$ cat config.mk
export PLATFORM = sky130hd
export DESIGN_NAME = motoro3_hall_decoder
export DESIGN_NICKNAME = d
export VERILOG_FILES = /design/src/rtl/motoro3_hall_decoder.sv
export SDC_FILE = /design/constraint.sdc
export NUM_CORES = 1
export LEC_CHECK = 0
export ABC_CLOCK_PERIOD_IN_PS = 6800
export CORE_MARGIN = 5
export CORE_UTILIZATION = 50
export CTS_BUF_LIST = sky130_fd_sc_hd__clkbuf_4
export CTS_CLUSTER_DIAMETER = 40
export DETAILED_ROUTE_END_ITERATION = 12
export GPL_ROUTABILITY_DRIVEN = 0
export PLACE_DENSITY = 0.72
export SETUP_SLACK_MARGIN = 0.02
export SYNTH_ARGS = -nofsm -noshare
export SYNTH_HDL_FRONTEND = slang
export SYNTH_SLANG_ARGS = --single-unit
export TNS_END_PERCENT = 1
$ cat constraint.sdc
create_clock -name clk -period 6.8 [get_ports clk]
set_input_delay 0.68 -clock clk [delete_from_list [all_inputs] [get_ports clk]]
set_output_delay 0.68 -clock clk [all_outputs]
set_load 0.01 [all_outputs]
$ cat src/rtl/motoro3_hall_decoder.sv
`timescale 1ns/1ps
// Hall decoder: synchronizes and debounces three Hall lines into commutation steps 1..6 plus direction, period, rounds, stall and fault.
// Latency: 2 + DEBOUNCE falling edges from a clean Hall change to hStepPulse. No backpressure; all state on falling clk edges.
module motoro3_hall_decoder #(
    parameter int unsigned DEBOUNCE    = 4,
    parameter logic [24:0] STALL_LIMIT = 25'd10_000_000
) (
    input  logic        clk,
    input  logic        nRst,
    input  logic        enable,
    input  logic        hallA,
    input  logic        hallB,
    input  logic        hallC,
    output logic [3:0]  hStep,
    output logic        hDir,
    output logic        hStepPulse,
    output logic [24:0] hPeriod,
    output logic        hPeriodValid,
    output logic        hStall,
    output logic        hFault,
    output logic [15:0] hRoundCnt
);
    localparam logic [3:0] DEB = 4'(DEBOUNCE);

    logic [2:0]  sync1_q, sync1_d, sync2_q, sync2_d, prev_q, prev_d, acc_q, acc_d;
    logic [3:0]  deb_q, deb_d, step_q, step_d;
    logic        dir_q, dir_d, pulse_q, pulse_d, pvalid_q, pvalid_d;
    logic        stall_q, stall_d, fault_q, fault_d;
    logic [24:0] period_q, period_d, cnt_q, cnt_d;
    logic [15:0] round_q, round_d;

    logic [3:0]  deb_next, step_new, step_fwd, step_rev;
    logic        accept, legal_acc, at_limit;

    function automatic logic [3:0] code_to_step(input logic [2:0] code);
        case (code)
            3'b101:  code_to_step = 4'd1;
            3'b100:  code_to_step = 4'd2;
            3'b110:  code_to_step = 4'd3;
            3'b010:  code_to_step = 4'd4;
            3'b011:  code_to_step = 4'd5;
            3'b001:  code_to_step = 4'd6;
            default: code_to_step = 4'd0;
        endcase
    endfunction

    always_comb begin
        sync1_d   = {hallA, hallB, hallC};
        sync2_d   = sync1_q;
        prev_d    = sync2_q;
        acc_d     = acc_q;
        step_d    = step_q;
        dir_d     = dir_q;
        pulse_d   = 1'b0;
        period_d  = period_q;
        pvalid_d  = pvalid_q;
        stall_d   = stall_q;
        fault_d   = fault_q;
        round_d   = round_q;
        legal_acc = 1'b0;

        step_new = code_to_step(sync2_q);
        step_fwd = (step_q == 4'd6) ? 4'd1 : step_q + 4'd1;
        step_rev = (step_q == 4'd1) ? 4'd6 : step_q - 4'd1;
        at_limit = (cnt_q == STALL_LIMIT);
        cnt_d    = at_limit ? cnt_q : cnt_q + 25'd1;

        // Stability run of a candidate code; a sticky fault freezes acceptance.
        if (fault_q || (sync2_q == acc_q)) begin
            deb_next = 4'd0;
        end else if (sync2_q != prev_q) begin
            deb_next = 4'd1;
        end else if (deb_q != 4'hF) begin
            deb_next = deb_q + 4'd1;
        end else begin
            deb_next = deb_q;
        end
        accept = (deb_next == DEB);
        deb_d  = accept ? 4'd0 : deb_next;

        if (accept) begin
            acc_d = sync2_q;
            if (step_new == 4'd0) begin
                fault_d = 1'b1;
                step_d  = 4'd7;
            end else begin
                pulse_d   = 1'b1;
                legal_acc = 1'b1;
                if (step_q == 4'd0) begin
                    step_d  = step_new;
                    cnt_d   = 25'd1;
                    stall_d = 1'b0;
                end else if (step_new == step_fwd || step_new == step_rev) begin
                    dir_d    = (step_new == step_fwd);
                    if (step_q == 4'd6 && step_new == 4'd1) round_d = round_q + 16'd1;
                    if (step_q == 4'd1 && step_new == 4'd6) round_d = round_q - 16'd1;
                    step_d   = step_new;
                    period_d = cnt_q;
                    pvalid_d = 1'b1;
                    cnt_d    = 25'd1;
                    stall_d  = 1'b0;
                end else begin
                    fault_d  = 1'b1;
                    step_d   = 4'd7;
                    pvalid_d = 1'b0;
                end
            end
        end

        // A step landing on the saturation cycle wins over the stall.
        if (at_limit && !legal_acc) begin
            stall_d  = 1'b1;
            pvalid_d = 1'b0;
            if (!fault_d) step_d = 4'd0;
        end

        if (!enable) begin
            acc_d    = 3'd0;
            deb_d    = 4'd0;
            step_d   = 4'd0;
            dir_d    = 1'b1;
            pulse_d  = 1'b0;
            period_d = 25'd0;
            pvalid_d = 1'b0;
            stall_d  = 1'b0;
            fault_d  = 1'b0;
            round_d  = 16'd0;
            cnt_d    = 25'd0;
        end
    end

    always_ff @(negedge clk or negedge nRst) begin
        if (!nRst) begin
            sync1_q  <= 3'd0;
            sync2_q  <= 3'd0;
            prev_q   <= 3'd0;
            acc_q    <= 3'd0;
            deb_q    <= 4'd0;
            step_q   <= 4'd0;
            dir_q    <= 1'b1;
            pulse_q  <= 1'b0;
            period_q <= 25'd0;
            pvalid_q <= 1'b0;
            stall_q  <= 1'b0;
            fault_q  <= 1'b0;
            round_q  <= 16'd0;
            cnt_q    <= 25'd0;
        end else begin
            sync1_q  <= sync1_d;
            sync2_q  <= sync2_d;
            prev_q   <= prev_d;
            acc_q    <= acc_d;
            deb_q    <= deb_d;
            step_q   <= step_d;
            dir_q    <= dir_d;
            pulse_q  <= pulse_d;
            period_q <= period_d;
            pvalid_q <= pvalid_d;
            stall_q  <= stall_d;
            fault_q  <= fault_d;
            round_q  <= round_d;
            cnt_q    <= cnt_d;
        end
    end

    assign hStep        = step_q;
    assign hDir         = dir_q;
    assign hStepPulse   = pulse_q;
    assign hPeriod      = period_q;
    assign hPeriodValid = pvalid_q;
    assign hStall       = stall_q;
    assign hFault       = fault_q;
    assign hRoundCnt    = round_q;

endmodule

==> impl_metrics.env <==
export IMPL_cts_root_buffer_cell="clkbuf_4"
export IMPL_setup_violations=0
export IMPL_area_growth_syn_to_layout_pct=12.4
export IMPL_timing_critical_path_cells="clkdlybuf4s50_1"
export IMPL_synth_avg_cell_area_sq_um=10.2
export IMPL_max_cap_violations=0
export IMPL_post_synthesis_cells=528
export IMPL_fraction_of_post_synthesis_cell_area_in_the_top_cell_type_by_area=0.418
export IMPL_clockPowerShare=0.316
export IMPL_post_synth_arst_share=1.00
export IMPL_peakVddDrop_uv=84.0
export IMPL_fillerInstances=920
export IMPL_insertedDiodeCount=0
export IMPL_synthFlopType="dfrtn_1"
export IMPL_share_seq_of_total_power=0.627
export IMPL_tightest_slew_ns=1.14
export IMPL_num_vias=3942
export IMPL_power_density_nw_per_um2=147
export IMPL_first_global_vias=4045
export IMPL_timing_critical_path_max_delay_family="flip-flops"
export IMPL_slowest_stage="dfrtn_1"
export IMPL_final_hold_violation_count=0
export IMPL_area_inside_the_core_boundary_sq_um=10400
export IMPL_drt_pass1_iterations=4
export IMPL_relSlewSlack=0.238
export IMPL_ys_top_cells_by_count="dfrtn_1 (90), nor2_1 (43), mux2i_1 (42)"
export IMPL_synth_yosys_warnings=0
export IMPL_fp_dieArea_sq_um=12900
export IMPL_routed_wirelength_um=11400
export IMPL_switching_pwr_w=0.000237
export IMPL_chip_height_um=114
export IMPL_setup_total_negative_slack_ns=0
export IMPL_netlist_area_sq_um=5390
export IMPL_drt_wirelength_per_cell_um=15.9
export IMPL_end_kind="output port"
export IMPL_ff2ff_setup_slack_ns=2.81
export IMPL_clk_latency_ns=0.45
export IMPL_tritoncts_num_buffers=9
export IMPL_clock_sinks=91
export IMPL_detail_route_antenna_nets=0
export IMPL_grt_pass1_wl_um=19500
export IMPL_synth_area_top_cells="dfrtn_1 (42%), mux2i_1 (7.8%), xor2_1 (5.2%), ha_1 (5.1%), nor2b_1 (4.5%)"
export IMPL_ys_seq_area_frac=0.423
export IMPL_synth_lib_cells_used_distinct=64
export IMPL_report_final_slew_viol_count=0
export IMPL_power_static_leakage_nw=2.60
export IMPL_layout_cell_area_non_filler_sq_um=6050
export IMPL_htree_num_levels=3
export IMPL_nNetsFinal=601
export IMPL_route_detailed_vias_per_inst=5.53
export IMPL_cts_tree="done"
export IMPL_crit_type="flip-flop to output port"
export IMPL_final_seq_area_sq_um=2280
export IMPL_max_stage_delay_ns=0.68
export IMPL_postSynthRegisterBits=91
export IMPL_critPathArrivalTime_ns=5.10
export IMPL_antenna_found_initial=0
export IMPL_cts_hold_buffers_added=0
export IMPL_crit_required_ns=6.12
export IMPL_cts_resized=0
export IMPL_most_used_standard_cell_by_instance_count_after_synthesis="dfrtn_1"
export IMPL_power_switching_share=0.266
export IMPL_worst_setup_path_start_kind="flip-flop"
export IMPL_boundaryPins=56
export IMPL_grt_max_degree=61
export IMPL_net_count_of_the_mapped_netlist=557
export IMPL_numPortBuffers=55
export IMPL_dpl_instance_area_sq_um=5930
export IMPL_drcViolationCount=0
export IMPL_cts_post_setup_buffers_inserted=0
export IMPL_drt_iter0_markers=210
export IMPL_count_of_flip_flops_with_a_built_in_enable_after_synthesis=0
export IMPL_grtUsageTotal=0.182
export IMPL_rows=37
export IMPL_grt_setup_unrepaired="no"
export IMPL_run_status="finished clean"
export IMPL_post_synth_top_area_cell="dfrtn_1"
export IMPL_initial_utilization=0.517
export IMPL_hpwl_um=8010
export IMPL_power_internal_w=0.000654
export IMPL_die_width_um=114
export IMPL_worstPathBufferInverterCount=1
export IMPL_critical_path_peak_fanout=13
export IMPL_power_frac_comb=0.057
export IMPL_cts_clk_slew_worst_paths_ns=0.09
export IMPL_cts_root_to_sink_buffers=2
export IMPL_grt_ovfl_total=0
export IMPL_clock_skew_final_ns=0.0636
export IMPL_drive_above_1_share=0.0555
export IMPL_min_path_type="flip-flop to flip-flop"
export IMPL_multi_input_area_sq_um=2870
area by class of cell:
cell class / count / area share
Sequential cell: 91 / 0.376
Clock inverter: 7 / 0.00848
Multi-Input combinational cell: 399 / 0.474
Tap cell: 136 / 0.0281
Clock buffer: 10 / 0.0124
Inverter: 12 / 0.00744
Timing Repair Buffer: 58 / 0.0934
worst paths after layout:
| check | startpoint | endpoint | cells after the start |
|---|---|---|---|
| setup / recovery | hStep[2]$_DFF_NN0_ | hStep[2] | 1 |
| hold / removal | sync1_q[0]$_DFF_NN0_ | prev_d[0]$_DFF_NN0_ | 0 |
| setup reg to reg | hStep[0]$_DFF_NN0_ | hRoundCnt[13]$_DFFE_NN0P_ | 12 |
| hold reg to reg | sync1_q[0]$_DFF_NN0_ | prev_d[0]$_DFF_NN0_ | 0 |
| max in group asynchronous | nRst | acc_q[2]$_DFFE_NN0P_ | 2 |
| min in group asynchronous | nRst | hRoundCnt[2]$_DFFE_NN0P_ | 1 |
registers in the layout (all words and copies together) (netlist names):
register / count
sync1_q: 3
prev_q: 3
hStall: 1
hStep: 4
deb_q: 4
hRoundCnt: 16
prev_d: 3
hDir: 1
cnt_q: 25
hPeriodValid: 1
acc_q: 3
hStepPulse: 1
hFault: 1
hPeriod: 25
logic make-up (layout without fill, tap and decap cells):
kind of cell             Yosys count  after routing  share of synthesized area
adder cells (fa/ha/maj)           23             23                     0.0548
buffers and inverters             38             87                     0.0462
flip-flops                        91             91                      0.423
multiplexers                      42             42                     0.0780
XOR/XNOR                          48             48                     0.0780
AO/OA/AOI/OAI                     85             85                      0.112
AND/OR/NAND/NOR                  201            201                      0.207
routing by layer:
| metal | share of wire | wire length, um | up-vias | global-route usage |
|---|---|---|---|---|
| met1 | 0.49 | 5550 | 1906 | 0.257 |
| met3 | 0.038 | 436 | 10 | 0.0382 |
| met4 | 0.0089 | 101 | 0 | 0.0404 |
| met5 | 0 | 0 | - | 0 |
| li1 | - | - | 1946 | - |
| met2 | 0.46 | 5280 | 80 | 0.290 |
metrics by stage:
stage / hold WS, ns / setup WS, ns / total power, W / util / cells
after global routing: 0.301 / 0.960 / 0.000938 / 0.581 / 713
after CTS: 0.298 / 1.01 / 0.000906 / 0.581 / 713
after global placement: 0.296 / 1.48 / 0.000620 / 0.569 / 697
after detailed placement: 0.295 / 1.47 / 0.000622 / 0.569 / 697
after floorplan: 0.292 / 1.99 / 0.000603 / - / 528
final: 0.297 / 1.02 / 0.000891 / 0.581 / 713
power groups by stage:
stage / Combinational, W / Sequential (W) / Clock [W]
after global placement: 0.0000497 / 0.000568 / 0.00000184
final: 0.0000505 / 0.000559 / 0.000282
after global routing: 0.0000566 / 0.000560 / 0.000322
after detailed placement: 0.0000514 / 0.000569 / 0.00000184
after floorplan: 0.0000391 / 0.000562 / 0.00000184
after CTS: 0.0000517 / 0.000559 / 0.000295
placed cells by master (no fill, tap or decap), drive strengths merged, types with 3 or more instances in the layout:
| cell | count |
|---|---|
| and3 | 9 |
| a31oi | 9 |
| a22o | 4 |
| o21bai | 3 |
| o22ai | 4 |
| a211oi | 8 |
| dfrtn | 90 |
| a21oi | 19 |
| clkbuf | 10 |
| xor2 | 32 |
| mux2i | 42 |
| nor2b | 39 |
| and4 | 5 |
| nand2b | 7 |
| o21ai | 11 |
| a21o | 4 |
| nand4 | 7 |
| inv | 16 |
| nor4b | 9 |
| o211a | 3 |
| buf | 5 |
| nand3b | 3 |
| xnor2 | 16 |
| ha | 22 |
| clkinv | 3 |
| nand3 | 16 |
| nand2 | 36 |
| and2 | 8 |
| clkdlybuf4s50 | 53 |
| nor3 | 6 |
| nor2 | 43 |
| o21a | 3 |
| nor3b | 6 |
No activity file was read; power rests on OpenSTA's default activity.
